<file path="src/rtl/pry2oht_drain_if.sv">
// Handshake bundle for the priority drain: an input vector stream (s_*)
// and an output beat stream (m_*). The "master" modport is the drain
// itself: it consumes vectors and sources beats. The "slave" modport is
// the surrounding logic: it supplies vectors and sinks beats.
interface pry2oht_drain_if #(
    parameter int WIDTH = 32
);
    localparam int WIDTH_LOG = $clog2(WIDTH);

    logic                 s_vld;
    logic                 s_rdy;
    logic [WIDTH-1:0]     s_pry;
    logic                 m_vld;
    logic                 m_rdy;
    logic [WIDTH-1:0]     m_oht;
    logic [WIDTH_LOG-1:0] m_bin;
    logic [WIDTH_LOG-1:0] m_cnt;
    logic                 m_lst;

    modport master (
        input  s_vld, s_pry, m_rdy,
        output s_rdy, m_vld, m_oht, m_bin, m_cnt, m_lst
    );

    modport slave (
        output s_vld, s_pry, m_rdy,
        input  s_rdy, m_vld, m_oht, m_bin, m_cnt, m_lst
    );
endinterface

</file>
<file path="src/rtl/pry2oht_drain.sv">
// Sequential priority drain: accepts a request vector and emits each set
// bit as its own beat, lowest index first, with one-hot, binary index,
// per-vector ordinal and last flag. A new vector can be taken in the same
// cycle the previous vector's last beat is consumed, so there is no bubble.
module pry2oht_drain #(
    parameter int WIDTH = 32
) (
    input  logic               clk,
    input  logic               rst_n,
    pry2oht_drain_if.master    bus
);
    localparam int WIDTH_LOG = $clog2(WIDTH);

    typedef enum logic {
        IDLE = 1'b0,
        BUSY = 1'b1
    } state_t;

    state_t               state;
    logic [WIDTH-1:0]     rem;
    logic [WIDTH_LOG-1:0] cnt;

    logic [WIDTH-1:0]     oht;
    logic [WIDTH_LOG-1:0] bin;
    logic                 vld;
    logic                 lst;
    logic                 in_hs;
    logic                 out_hs;

    // Isolate the lowest remaining set bit; the negation is WIDTH bits wide
    // and its carry out is dropped.
    assign oht = rem & (~rem + WIDTH'(1));

    // Encode the isolated bit into its index (0 when nothing remains).
    always_comb begin
        // NOTE: default first so every path assigns bin and no latch is inferred.
        bin = '0;
        for (int i = 0; i < WIDTH; i++) begin
            if (oht[i]) begin
                bin = WIDTH_LOG'(i);
            end
        end
    end

    // BUSY is maintained alongside rem and always equals (rem != 0).
    assign vld    = (state == BUSY);
    assign lst    = ((rem & ~oht) == '0) & vld;
    assign out_hs = vld & bus.m_rdy;
    assign in_hs  = bus.s_vld & bus.s_rdy;

    assign bus.s_rdy = ~vld | (bus.m_rdy & lst);
    assign bus.m_vld = vld;
    assign bus.m_oht = oht;
    assign bus.m_bin = bin;
    assign bus.m_cnt = cnt;
    assign bus.m_lst = lst;

    // Load on input handshake (wins over a same-cycle beat), otherwise
    // strip the lowest bit and advance the ordinal on each output beat.
    always_ff @(posedge clk or negedge rst_n) begin
        if (!rst_n) begin
            // NOTE: non-blocking assignments for all state so every register
            // samples the pre-edge values regardless of statement order.
            state <= IDLE;
            rem   <= '0;
            cnt   <= '0;
        end else if (in_hs) begin
            rem   <= bus.s_pry;
            cnt   <= '0;
            state <= (bus.s_pry != '0) ? BUSY : IDLE;
        end else if (out_hs) begin
            rem   <= rem & ~oht;
            cnt   <= cnt + WIDTH_LOG'(1);
            state <= lst ? IDLE : BUSY;
        end
    end
endmodule

</file>
<file path="src/flat_wrapper.sv">
// flat-port wrapper written by rule: the top's interface ports become plain ports
module pry2oht_drain_flat 
#(
    parameter int WIDTH = 32
)
  (clk, rst_n, bus_s_vld, bus_s_pry, bus_m_rdy, bus_s_rdy, bus_m_vld, bus_m_oht, bus_m_bin, bus_m_cnt, bus_m_lst);
  pry2oht_drain_if #(.WIDTH(WIDTH)) bus_i ();
  input  logic clk;
  input  logic rst_n;
  input wire logic [$bits(bus_i.s_vld)-1:0] bus_s_vld;
  input wire logic [$bits(bus_i.s_pry)-1:0] bus_s_pry;
  input wire logic [$bits(bus_i.m_rdy)-1:0] bus_m_rdy;
  output wire logic [$bits(bus_i.s_rdy)-1:0] bus_s_rdy;
  output wire logic [$bits(bus_i.m_vld)-1:0] bus_m_vld;
  output wire logic [$bits(bus_i.m_oht)-1:0] bus_m_oht;
  output wire logic [$bits(bus_i.m_bin)-1:0] bus_m_bin;
  output wire logic [$bits(bus_i.m_cnt)-1:0] bus_m_cnt;
  output wire logic [$bits(bus_i.m_lst)-1:0] bus_m_lst;
  assign bus_i.s_vld = bus_s_vld;
  assign bus_i.s_pry = bus_s_pry;
  assign bus_i.m_rdy = bus_m_rdy;
  assign bus_s_rdy = bus_i.s_rdy;
  assign bus_m_vld = bus_i.m_vld;
  assign bus_m_oht = bus_i.m_oht;
  assign bus_m_bin = bus_i.m_bin;
  assign bus_m_cnt = bus_i.m_cnt;
  assign bus_m_lst = bus_i.m_lst;
  pry2oht_drain #(.WIDTH(WIDTH)) u_core (.clk(clk), .rst_n(rst_n), .bus(bus_i));
endmodule
</file>
<file path="config.mk">
export PLATFORM = sky130hd
export DESIGN_NAME = pry2oht_drain_flat
export DESIGN_NICKNAME = d
export VERILOG_FILES = /design/src/rtl/pry2oht_drain_if.sv /design/src/rtl/pry2oht_drain.sv /design/src/flat_wrapper.sv
export SDC_FILE = /design/constraint.sdc
export NUM_CORES = 1
export LEC_CHECK = 0
export BUFFER_PORTS_ARGS = -buffer_cell sky130_fd_sc_hd__buf_2
export CELL_PAD_IN_SITES_DETAIL_PLACEMENT = 2
export CELL_PAD_IN_SITES_GLOBAL_PLACEMENT = 2
export CORE_UTILIZATION = 28
export DETAILED_ROUTE_END_ITERATION = 8
export HOLD_SLACK_MARGIN = 0.1
export PLACE_DENSITY_LB_ADDON = 0.15
export SETUP_SLACK_MARGIN = 0.2
export SLEW_MARGIN = 25
export SYNTH_ARGS = -nofsm -noshare
export SYNTH_HDL_FRONTEND = slang
export SYNTH_SLANG_ARGS = --single-unit
</file>
<file path="constraint.sdc">
create_clock -name clk -period 2.5 [get_ports clk]
set_input_delay 0.125 -clock clk [delete_from_list [all_inputs] [get_ports clk]]
set_output_delay 0.125 -clock clk [all_outputs]
set_load 0.02 [all_outputs]
</file>
# Word-level counts from Yosys, hierarchy flattened
# Cells that the tools add are included.
dict set report classes {
  reduce_logical 3
  bitwise_logic 10
  n_lt_le_gt_ge 0
  mux 39
  add_sub_neg 2
  shift 0
  mul 0
  n_div 0
  eq_ne 0
}
# op n
set ops {}
lappend ops {{5-bit 2-to-1 mux} 32}
lappend ops {{32-bit AND} 2}
lappend ops {{32-bit 2-to-1 mux} 2}
lappend ops {{32-bit NOT} 2}
lappend ops {{32-bit by 1-bit adder with 32-bit output (second input constant)} 1}
lappend ops {{32-bit logical NOT} 1}
lappend ops {{32-bit nonzero test} 1}
lappend ops {{5-bit by 1-bit adder with 5-bit output (second input constant)} 1}
lappend ops {{1-bit 2-to-1 mux} 5}
lappend ops {{1-bit AND} 4}
lappend ops {{2-bit nonzero test} 1}
lappend ops {{1-bit NOT} 1}
lappend ops {{1-bit bitwise OR} 1}
dict set report totals {
  mem_count 0
  latchBits 0
  word_cells 57
  mem_bits_ro 0
  mem_bits_rw 0
  inputBits 36
  out_inout_bits 45
  regBits 38
}

# Logic depth before layout (Yosys ltp)
# Gate-level depths: netlist of run 1.
dict set report logic_depth {
  depth_word 34
  mapped_depth 11
  depth_no_buf 7
}

# Least setup slack after synthesis of run 1
# Ideal clock, no wire load.
dict set report synth_timing {
  path_kind {reg-to-output}
  startpoint {reg u_core.rem[0]}
  endpoint {out bus_m_bin[0]}
  n_path_buf 2
  t_arrival_ps 2793
  stages_incl_launch_ff 9
  t_required_ps 2375
  setup_slack_ps -418
  cell_sequence {dfrtp_1 -> buf_2 -> or4_1 -> buf_2 -> nor4_2 -> nand2_1 -> nor4b_1 -> nor4b_1 -> nand4bb_1}
}
dict set report synth_between {
  elab_cells_between_ends 34
  classes_between {add/sub: 1; mux: 31; bitwise: 2}
}
# item line
set synth_lines {}
lappend synth_lines {{start, declared} pry2oht_drain.sv:20} ;# logic [WIDTH-1:0] rem;
lappend synth_lines {{start signal, assigned} pry2oht_drain.sv:68} ;# rem <= bus.s_pry;
lappend synth_lines {{start signal, assigned} pry2oht_drain.sv:72} ;# rem <= rem & ~oht;
lappend synth_lines {{32-bit NOT} pry2oht_drain.sv:32} ;# assign oht = rem & (~rem + WIDTH'(1));
lappend synth_lines {{32-bit by 1-bit adder with 32-bit output} pry2oht_drain.sv:32}
lappend synth_lines {{32-bit AND} pry2oht_drain.sv:32}
lappend synth_lines {{named net bus_m_oht[15]} flat_wrapper.sv:15} ;# output wire logic [$bits(bus_i.m_oht)-1:0] bus_m_oht;
lappend synth_lines {{5-bit 2-to-1 mux (17 in series)} pry2oht_drain.sv:39} ;# if (oht[i]) begin
lappend synth_lines {{end, declared} flat_wrapper.sv:16} ;# output wire logic [$bits(bus_i.m_bin)-1:0] bus_m_bin;
# The timed path passes the listed nets, and every way through them passes these cells.

# Worst setup path after layout of run 1
dict set report layout_timing {
  startpoint {reg u_core.rem[6]}
  endpoint {out bus_m_lst}
}
dict set report layout_between {
  elab_chain_len 7
}
# item line
set layout_rtl {}
lappend layout_rtl {{32-bit NOT} pry2oht_drain.sv:32}
lappend layout_rtl {{32-bit by 1-bit adder with 32-bit output} pry2oht_drain.sv:32}
lappend layout_rtl {{32-bit AND} pry2oht_drain.sv:32}
lappend layout_rtl {{32-bit NOT} pry2oht_drain.sv:47} ;# assign lst = ((rem & ~oht) == '0) & vld;
lappend layout_rtl {{32-bit AND *} pry2oht_drain.sv:47}
lappend layout_rtl {{32-bit logical NOT *} pry2oht_drain.sv:47}
lappend layout_rtl {{1-bit AND *} pry2oht_drain.sv:47}
lappend layout_rtl {{end, declared} flat_wrapper.sv:18} ;# output wire logic [$bits(bus_i.m_lst)-1:0] bus_m_lst;
# Mark *: on every way between the ends. The rest lies on a longest branch, timed or not.

==> results.json, run 1 <==
{
  "synth_cell_type_count": 67,
  "synth.area.mux_share_pct": 1.50,
  "die_w_um": 107,
  "dp_hpwl_mm": 11.2,
  "synth_edf_count": 0,
  "synth_compound_area_share_pct": 25.5,
  "start_kind": "register",
  "synth_area_leaders": "dfrtp_1 31%, o21ai_2 7.9%, inv_1 4.7%, nor4_1 3.6%, o211ai_1 2.9%",
  "synth_top_cell_area_share_pct": 30.8,
  "grt_max_degree": 39,
  "drt_wl_total_mm": 20.3,
  "syn_area_um2": 3090,
  "die_area_um2": 11500,
  "drive_gt1_share_pct": 52.7,
  "synth_largest_area_cell": "dfrtp_1",
  "critPathRequiredTime_ns": 2.38,
  "placed_area_um2": 4370,
  "synth_most_common_cell": "inv_1",
  "violations": "negative setup slack",
  "synth_top_family_by_area": "simple AND/OR/NAND/NOR gates",
  "coreArea_um2": 10500,
  "ys_warn_count": 0,
  "critPathMaxFanout": 5,
  "clk_pin_slew_ns": 0.09,
  "fin_nets": 612,
  "fin_area_um2": 5380,
  "regToRegSetupSlack_ns": -0.60,
  "drc": 0,
  "status": "complete, but fails checks",
  "hold_violations": 0,
  "start_util_pct": 29.4,
  "clock_latency_ns": 0.32,
  "clock_skew_ns": 0.0160,
  "drtIter0Drc": 175,
  "routedWlPerCell_um": 28.5,
  "drv_slew": 0,
  "routabilityCongestion": 0.880,
  "syn_avg_cell_area_um2": 8.35,
  "cts_sinks": 38,
  "antenna_found_initial": 0,
  "worst_pin_slew_ns": 0.786,
  "die_h_um": 107,
  "worstHoldPathType": "input pin to register",
  "synthArstFlopShare_pct": 100,
  "overflow": 0,
  "synth_top_cells_by_count": "39 x inv_1, 38 x dfrtp_1, 28 x o21ai_2",
  "crit_type": "register to output pin",
  "relSlewSlack_pct": 47.4,
  "dominantRegCellSynth": "dfrtp_1",
  "synthAdderAreaFrac_pct": 1.05,
  "clock_path_buffers": 2,
  "period_share_pct": 127,
  "crit_path_end_kind": "output pin",
  "cts_buffers": 5,
  "io_buffers": 80,
  "max_freq_mhz": 315,
  "finalSetupViolCount": 57,
  "syn_nets": 407,
  "syn-instance-count": 370,
  "synth-simple-area-share_pct": 32.2,
  "synthXorXnorAreaFrac_pct": 0.567,
  "n_antenna_cell": 0,
  "area_growth_pct": 74.1,
  "maxCapViolCount": 0,
  "track_usage_pct": 30.8,
  "rows": 37,
  "cts_tree": "yes",
  "cts_root_buffer": "clkbuf_8",
  "io_pins": 81,
  "setup_slack_ns": -0.679,
  "ys_ff_latch": 38,
  "crit_arrival_ns": 3.05,
  "first_pass_iters": 4,
  "htreeDepth": 2,
  "grt_pass1_vias": 4442,
  "rsz0062_at_grt": "yes",
  "ys_seq_area_share_pct": 30.8,
  "drtAntennaViolNets": 0,
  "viasPerCell": 5.92,
  "vias": 4206,
  "grt_pass1_wl_mm": 26.3,
  "period_needed_ns": 3.18
}
path summary, 6_finish.rpt:
path	startpoint	cells past startpoint	to
max	u_core.rem[6]$_DFFE_PN0P_	7	bus_m_lst
min	bus_s_pry[5]	3	u_core.rem[5]$_DFFE_PN0P_
max reg2reg	u_core.rem[18]$_DFFE_PN0P_	9	u_core.rem[23]$_DFFE_PN0P_
min reg2reg	u_core.bus.m_cnt[1]$_DFFE_PN0P_	2	u_core.bus.m_cnt[1]$_DFFE_PN0P_
max in group asynchronous	rst_n	2	u_core.rem[1]$_DFFE_PN0P_
min in group asynchronous	rst_n	2	u_core.rem[26]$_DFFE_PN0P_
state kept, by name, indices dropped and copies added, names as in the netlist:
signal	count
u_core.rem	32
u_core.bus.m_vld	1
u_core.bus.m_cnt	5
kinds of logic (layout without fill, tap and decap cells):
| kind of cell | count (synthesis) | after routing |
|---|---|---|
| buffers and inverters | 61 | 266 |
| flip-flops | 38 | 38 |
| AND/OR/NAND/NOR | 162 | 162 |
| XOR/XNOR | 2 | 2 |
| adder cells (fa/ha/maj) | 3 | 3 |
| AO/OA/AOI/OAI | 100 | 100 |
| multiplexers | 4 | 4 |
cells in the final DEF (no fill, tap or decap), types with 11 or more instances in the layout:
| cell type | Yosys | layout |
|---|---|---|
| buf_2 | 3 | 56 |
| buf_4 | 1 | 105 |
| buf_6 | 3 | 30 |
| dfrtp_1 | 38 | 36 |
| dlygate4sd3_1 | 0 | 26 |
| inv_1 | 39 | 39 |
| nand2_1 | 23 | 20 |
| nand3_1 | 16 | 14 |
| nor2_1 | 20 | 13 |
| nor3_1 | 17 | 11 |
| nor4_1 | 18 | 14 |
| o211ai_1 | 12 | 12 |
| o21ai_0 | 12 | 12 |
| o21ai_2 | 28 | 27 |
worst max-delay path, stage by stage, from the launching register on:
cell     delay (ns)
dfrtp_1        0.46
nor4_4         0.49
nand4_4        0.26
or4_4          0.60
a22oi_2        0.23
and4b_4        0.30
nor3b_4        0.25
buf_6          0.15
metrics by stage:
stage                     setup WS, ns  hold slack (ns)  setup TNS [ns]  utilization [%]  instances
after CTS                       -0.490            0.101          -16.06             47.0        695
after global placement          -0.293            0.315           -8.60             41.5        656
final                           -0.679           0.0888          -24.93             51.2        711
after detailed placement        -0.367            0.333          -12.44             41.5        656
after global routing            -0.873            0.108          -26.85             51.2        711
after floorplan                 -0.240           -0.171           -4.49                -        370
routing by layer:
metal / GRT usage (%) / vias up / share of wire [%]
met5: 0 / - / 0
met4: 9.20 / 0 / 4.6
met3: 4.13 / 70 / 4.3
met2: 56.1 / 181 / 50
met1: 37.3 / 2174 / 41
li1: - / 1781 / -
timing repair:
item | CTS | global route
gates cloned | 2 | 0
hold endpoints to repair | 60 | 3
hold buffers | 23 | 3
buffers inserted | 7 | 13
gates resized for setup | 41 | 77
setup endpoints to repair | 64 | 64
pin swaps | 10 | 8
cell type report:
type,instances,area (um^2)
inverters,39,146
flip-flops and latches,38,953
clock inverters,2,10.0
multi-input cells,271,2290
fillers,1122,5130
well taps,136,170
repair buffers,220,1740
clock buffers,5,68.8
Power of run 1 is left out: the tool's default activity adds up to more than one toggle a clock period on the data nets, which glitch-free logic cannot reach.
==> inputs of run 2 (changes only) <==
- REMOVE_ABC_BUFFERS: default -> 1
==> run 2 against run 1 <==
Against the previous run: the run still ends with negative setup slack left; maximum frequency is 0.94% lower; first-iteration DRC count is 23% higher; critical path depth is 2 higher; global-route usage is 4.8 points higher; flip-flop and latch count stayed put; cell count is 4.6% higher.
==> results.json, run 2 (same netlist as run 1, synthesis figures left out) <==
{
  "drt_wl_total_mm": 24.2,
  "largest-register": "u_core.rem",
  "worstHoldPathType": "input pin to register",
  "drv_slew": 0,
  "clock_path_buffers": 2,
  "area_growth_pct": 91.2,
  "crit_path_end_kind": "output pin",
  "max_freq_mhz": 312,
  "drc": 0,
  "critPathRequiredTime_ns": 2.38,
  "drtIter0Drc": 216,
  "start_util_pct": 29.4,
  "cts_root_buffer": "clkbuf_8",
  "routedWlPerCell_um": 32.5,
  "track_usage_pct": 35.6,
  "final_cell_mix": "117 x buf_4, 52 x buf_2, 44 x buf_6",
  "clk_pin_slew_ns": 0.09,
  "cts_buffers": 5,
  "routabilityCongestion": 0.871,
  "htreeDepth": 2,
  "die_w_um": 107,
  "cts_sinks": 38,
  "fin_area_um2": 5900,
  "vias": 4456,
  "critPathMaxFanout": 4,
  "cts_tree": "yes",
  "grt_max_degree": 39,
  "largest_reg_flops": 32,
  "io_buffers": 80,
  "start_kind": "register",
  "grt_pass1_vias": 4750,
  "overflow": 0,
  "viasPerCell": 5.99,
  "status": "complete, but fails checks",
  "die_area_um2": 11500,
  "layout_commonest_cell": "buf_4",
  "crit_type": "register to output pin",
  "rows": 37,
  "first_pass_iters": 4,
  "violations": "negative setup slack",
  "clock_skew_ns": 0.0143,
  "period_needed_ns": 3.21,
  "die_h_um": 107,
  "io_pins": 81,
  "placed_area_um2": 4250,
  "n_antenna_cell": 0,
  "crit_arrival_ns": 3.08,
  "antenna_found_initial": 1,
  "worst_pin_slew_ns": 0.753,
  "clock_latency_ns": 0.33,
  "relSlewSlack_pct": 49.2,
  "finalSetupViolCount": 55,
  "drtAntennaViolNets": 0,
  "period_share_pct": 128,
  "dp_hpwl_mm": 11.2,
  "rsz0062_at_grt": "yes",
  "hold_violations": 0,
  "setup_slack_ns": -0.709,
  "maxCapViolCount": 0,
  "coreArea_um2": 10500,
  "fin_nets": 644,
  "drive_gt1_share_pct": 56.6,
  "grt_pass1_wl_mm": 30.0
}
## run 2: cell count changes in the layout (fill, tap and decap cells not counted), moves of 3 or more
cell | previous run | this run
buf_6 | 30 | 44
buf_4 | 105 | 117
buf_12 | 1 | 6
buf_2 | 56 | 52
nor3_2 | 5 | 1
nor3_4 | 1 | 4
nor4_2 | 2 | 5
## run 2: worst paths after layout
path / from / end / slack (ns) / cells past startpoint
max reg2reg: u_core.rem[19]$_DFFE_PN0P_ / u_core.rem[21]$_DFFE_PN0P_ / -0.65 / 9
min in group asynchronous: rst_n / u_core.rem[17]$_DFFE_PN0P_ / 0.24 / 2
min: bus_s_pry[23] / u_core.rem[23]$_DFFE_PN0P_ / 0.11 / 3
max in group asynchronous: rst_n / u_core.rem[1]$_DFFE_PN0P_ / 1.76 / 3
max: u_core.rem[19]$_DFFE_PN0P_ / bus_s_rdy / -0.71 / 9
min reg2reg: u_core.bus.m_cnt[1]$_DFFE_PN0P_ / u_core.bus.m_cnt[1]$_DFFE_PN0P_ / 0.63 / 2
## run 2: final cells by class
class	count	area [um^2]
Sequential cell	38	955
Clock buffer	6	82.6
Multi-Input combinational cell	271	2390
Inverter	39	146
Clock inverter	2	12.5
Fill cell	1055	4610
Tap cell	136	170
Timing Repair Buffer	252	2140
## run 2: layer usage
metal | part of all wire (%) | global-route usage (%) | routed length (um)
met1 | 39 | 43.3 | 9390
met2 | 51 | 62.3 | 12200
met3 | 5.9 | 5.65 | 1440
met4 | 4.6 | 14.4 | 1120
met5 | 0.050 | 0 | 12
## run 2: repair_timing
| action | CTS | global route |
|---|---|---|
| setup endpoints to repair | 65 | 69 |
| hold endpoints to repair | 65 | 0 |
| hold buffers | 28 | 0 |
| cloned | 2 | 1 |
| gates resized for setup | 131 | 49 |
| setup buffers | 25 | 24 |
| pin swaps | 18 | 23 |
## run 2: metrics by stage
step | std cells | utilization, % | hold WS (ns) | setup TNS, ns | setup WS (ns)
final | 744 | 56.2 | 0.114 | -29.07 | -0.709
after global placement | 655 | 40.5 | 0.332 | -12.00 | -0.511
after CTS | 718 | 51.7 | 0.103 | -17.50 | -0.534
after detailed placement | 655 | 40.5 | 0.328 | -18.56 | -0.588
after floorplan | 348 | - | -0.171 | -17.77 | -0.659
after global routing | 744 | 56.2 | 0.131 | -32.14 | -0.755
## run 2: worst max-delay path, stage by stage, from the launching register on
cell       delay (ns)
dfrtp_1          0.43
or4_4            0.60
buf_6            0.16
nor3_4           0.19
buf_4            0.14
nand4_1          0.28
a31oi_4          0.28
o2111ai_4        0.15
o31ai_4          0.35
buf_6            0.17
Power of run 2 is left out for the same reason.
==> inputs of run 3 (changes only) <==
- CORE_UTILIZATION: 28 -> 31
- CTS_CLUSTER_SIZE: default -> 12
- clock period: 2.5 -> 3.3 ns (I/O delays scaled with it)
==> run 3 against run 2 <==
Against the previous run: the run now ends clean; cell count down 18%; register-to-register slack improved by 0.90 ns; utilization fell by 13 points; setup slack improved by 0.86 ns; routed wire length fell by 43%; die area shrank 9.5%; sequential share of layout area grew 6.6 points; count of clock-buffer cells in the layout grew 1; first-iteration DRC count fell by 43%; clock skew down 0.0071 ns; largest cell class unchanged.
==> results.json, run 3 (same netlist as run 1, synthesis figures left out) <==
{
  "drtIter0Drc": 124,
  "crit_arrival_ns": 2.98,
  "die_area_um2": 10400,
  "cts_buffers": 5,
  "clk_pin_slew_ns": 0.09,
  "critPathMaxFanout": 8,
  "htreeDepth": 2,
  "critPathRequiredTime_ns": 3.13,
  "vias": 3415,
  "routedWlPerCell_um": 22.5,
  "crit_type": "register to output pin",
  "clock_latency_ns": 0.30,
  "antenna_found_initial": 0,
  "slowest_delay_ns": 0.63,
  "clock_path_buffers": 2,
  "dp_hpwl_mm": 10.1,
  "drt_wl_total_mm": 13.7,
  "cts_tree": "yes",
  "grt_pass1_vias": 3631,
  "drc": 0,
  "largest_reg_flops": 32,
  "hold_violations": 0,
  "status": "finished, final reports clean",
  "die_h_um": 102,
  "viasPerCell": 5.59,
  "grt_max_degree": 39,
  "start_kind": "register",
  "routabilityCongestion": 0.870,
  "layout_commonest_cell": "buf_2",
  "clock_skew_ns": 0.00722,
  "relSlewSlack_pct": 33.8,
  "final_cell_mix": "77 x buf_2, 40 x buf_4, 39 x inv_1",
  "overflow": 0,
  "path_cells": "or4_4, o41a_1, o21a_1, a2111oi_4, o2111ai_4, o31ai_4, buf_4",
  "io_buffers": 80,
  "drtAntennaViolNets": 0,
  "area_growth_pct": 35.6,
  "crit_path_end_kind": "output pin",
  "largest-register": "u_core.rem",
  "fin_nets": 514,
  "rsz0062_at_grt": "yes",
  "post-route-util_pct": 43.0,
  "max_freq_mhz": 318,
  "track_usage_pct": 26.6,
  "worst_pin_slew_ns": 0.991,
  "first_pass_iters": 4,
  "rows": 36,
  "drv_slew": 0,
  "worstHoldPathType": "input pin to register",
  "cts_sinks": 38,
  "maxCapViolCount": 0,
  "drive_gt1_share_pct": 42.1,
  "coreArea_um2": 9730,
  "io_pins": 81,
  "cp_slowest_cell": "or4_4",
  "start_util_pct": 31.7,
  "period_share_pct": 95.3,
  "grt_pass1_wl_mm": 20.5,
  "finalSetupViolCount": 0,
  "setup-tns-final_ns": 0,
  "die_w_um": 102,
  "nFillCells": 1161,
  "cts_root_buffer": "clkbuf_8",
  "period_needed_ns": 3.15,
  "n_antenna_cell": 0
}
[run 3: cell count changes in the layout (fill, tap and decap cells not counted), moves of 4 or more]
| cell | previous run | this run |
|---|---|---|
| buf_2 | 52 | 77 |
| nor3_4 | 4 | 0 |
| buf_4 | 117 | 40 |
| nor4_1 | 12 | 18 |
| nor2_4 | 7 | 1 |
| buf_12 | 6 | 1 |
| and2_4 | 6 | 2 |
| nor2_1 | 12 | 20 |
| buf_6 | 44 | 3 |
| dlygate4sd3_1 | 28 | 1 |
| and2_1 | 6 | 10 |
[run 3: through the flow]
stage	std cells	hold WS [ns]	area, um^2	setup slack [ns]
4_1_cts	606	0.112	4020	0.177
3_5_place_dp	589	0.377	3750	0.0461
5_1_grt	611	0.117	4190	0.101
6_report	611	0.115	4190	0.154
3_3_place_gp	589	0.363	3750	0.176
2_1_floorplan	348	-0.131	2980	0.141
[run 3: critical path, delay by kind of cell (launching register included)]
family	cells	cell delay, ns
compound gates	5	1.41
simple gates	1	0.63
flops	1	0.46
buf+inv	1	0.19
[run 3: cell type report]
class	instances	area (um^2)	area share [%]
Clock inverter	1	5.00	0.120
Multi-Input combinational cell	271	2080	49.7
Tap cell	133	166	3.97
Clock buffer	7	86.3	2.06
Inverter	39	146	3.50
Sequential cell	38	955	22.8
Timing Repair Buffer	122	749	17.9
[run 3: final timing paths]
check                           cells past startpoint                            start                               to  slack [ns]
worst min register to register                      2  u_core.bus.m_cnt[1]$_DFFE_PN0P_  u_core.bus.m_cnt[1]$_DFFE_PN0P_        0.59
worst max-delay path                                7        u_core.rem[2]$_DFFE_PN0P_                        bus_s_rdy        0.15
worst max register to register                      8       u_core.rem[19]$_DFFE_PN0P_       u_core.rem[21]$_DFFE_PN0P_        0.25
min in group asynchronous                           2                            rst_n       u_core.rem[27]$_DFFE_PN0P_        0.39
worst min-delay path                                3                    bus_s_pry[24]       u_core.rem[24]$_DFFE_PN0P_        0.12
max in group asynchronous                           2                            rst_n       u_core.rem[18]$_DFFE_PN0P_        2.51
[run 3: repair_timing]
item                                    in CTS  in global routing
gates resized for setup                     22                 19
hold buffers                                 1                  0
cloned                                       0                  0
hold endpoints to repair                    38                  0
endpoints found under the setup margin      38                 31
setup buffers                                8                  5
pin swaps                                    4                  9
[run 3: routing by layer]
metal | share of wire (%) | GRT usage, % | wire (um)
met1 | 45 | 35.5 | 6250
met2 | 50 | 46.0 | 6890
met3 | 2.5 | 2.76 | 342
met4 | 1.9 | 6.02 | 263
met5 | 0 | 0 | 0
Power of run 3 is left out for the same reason.
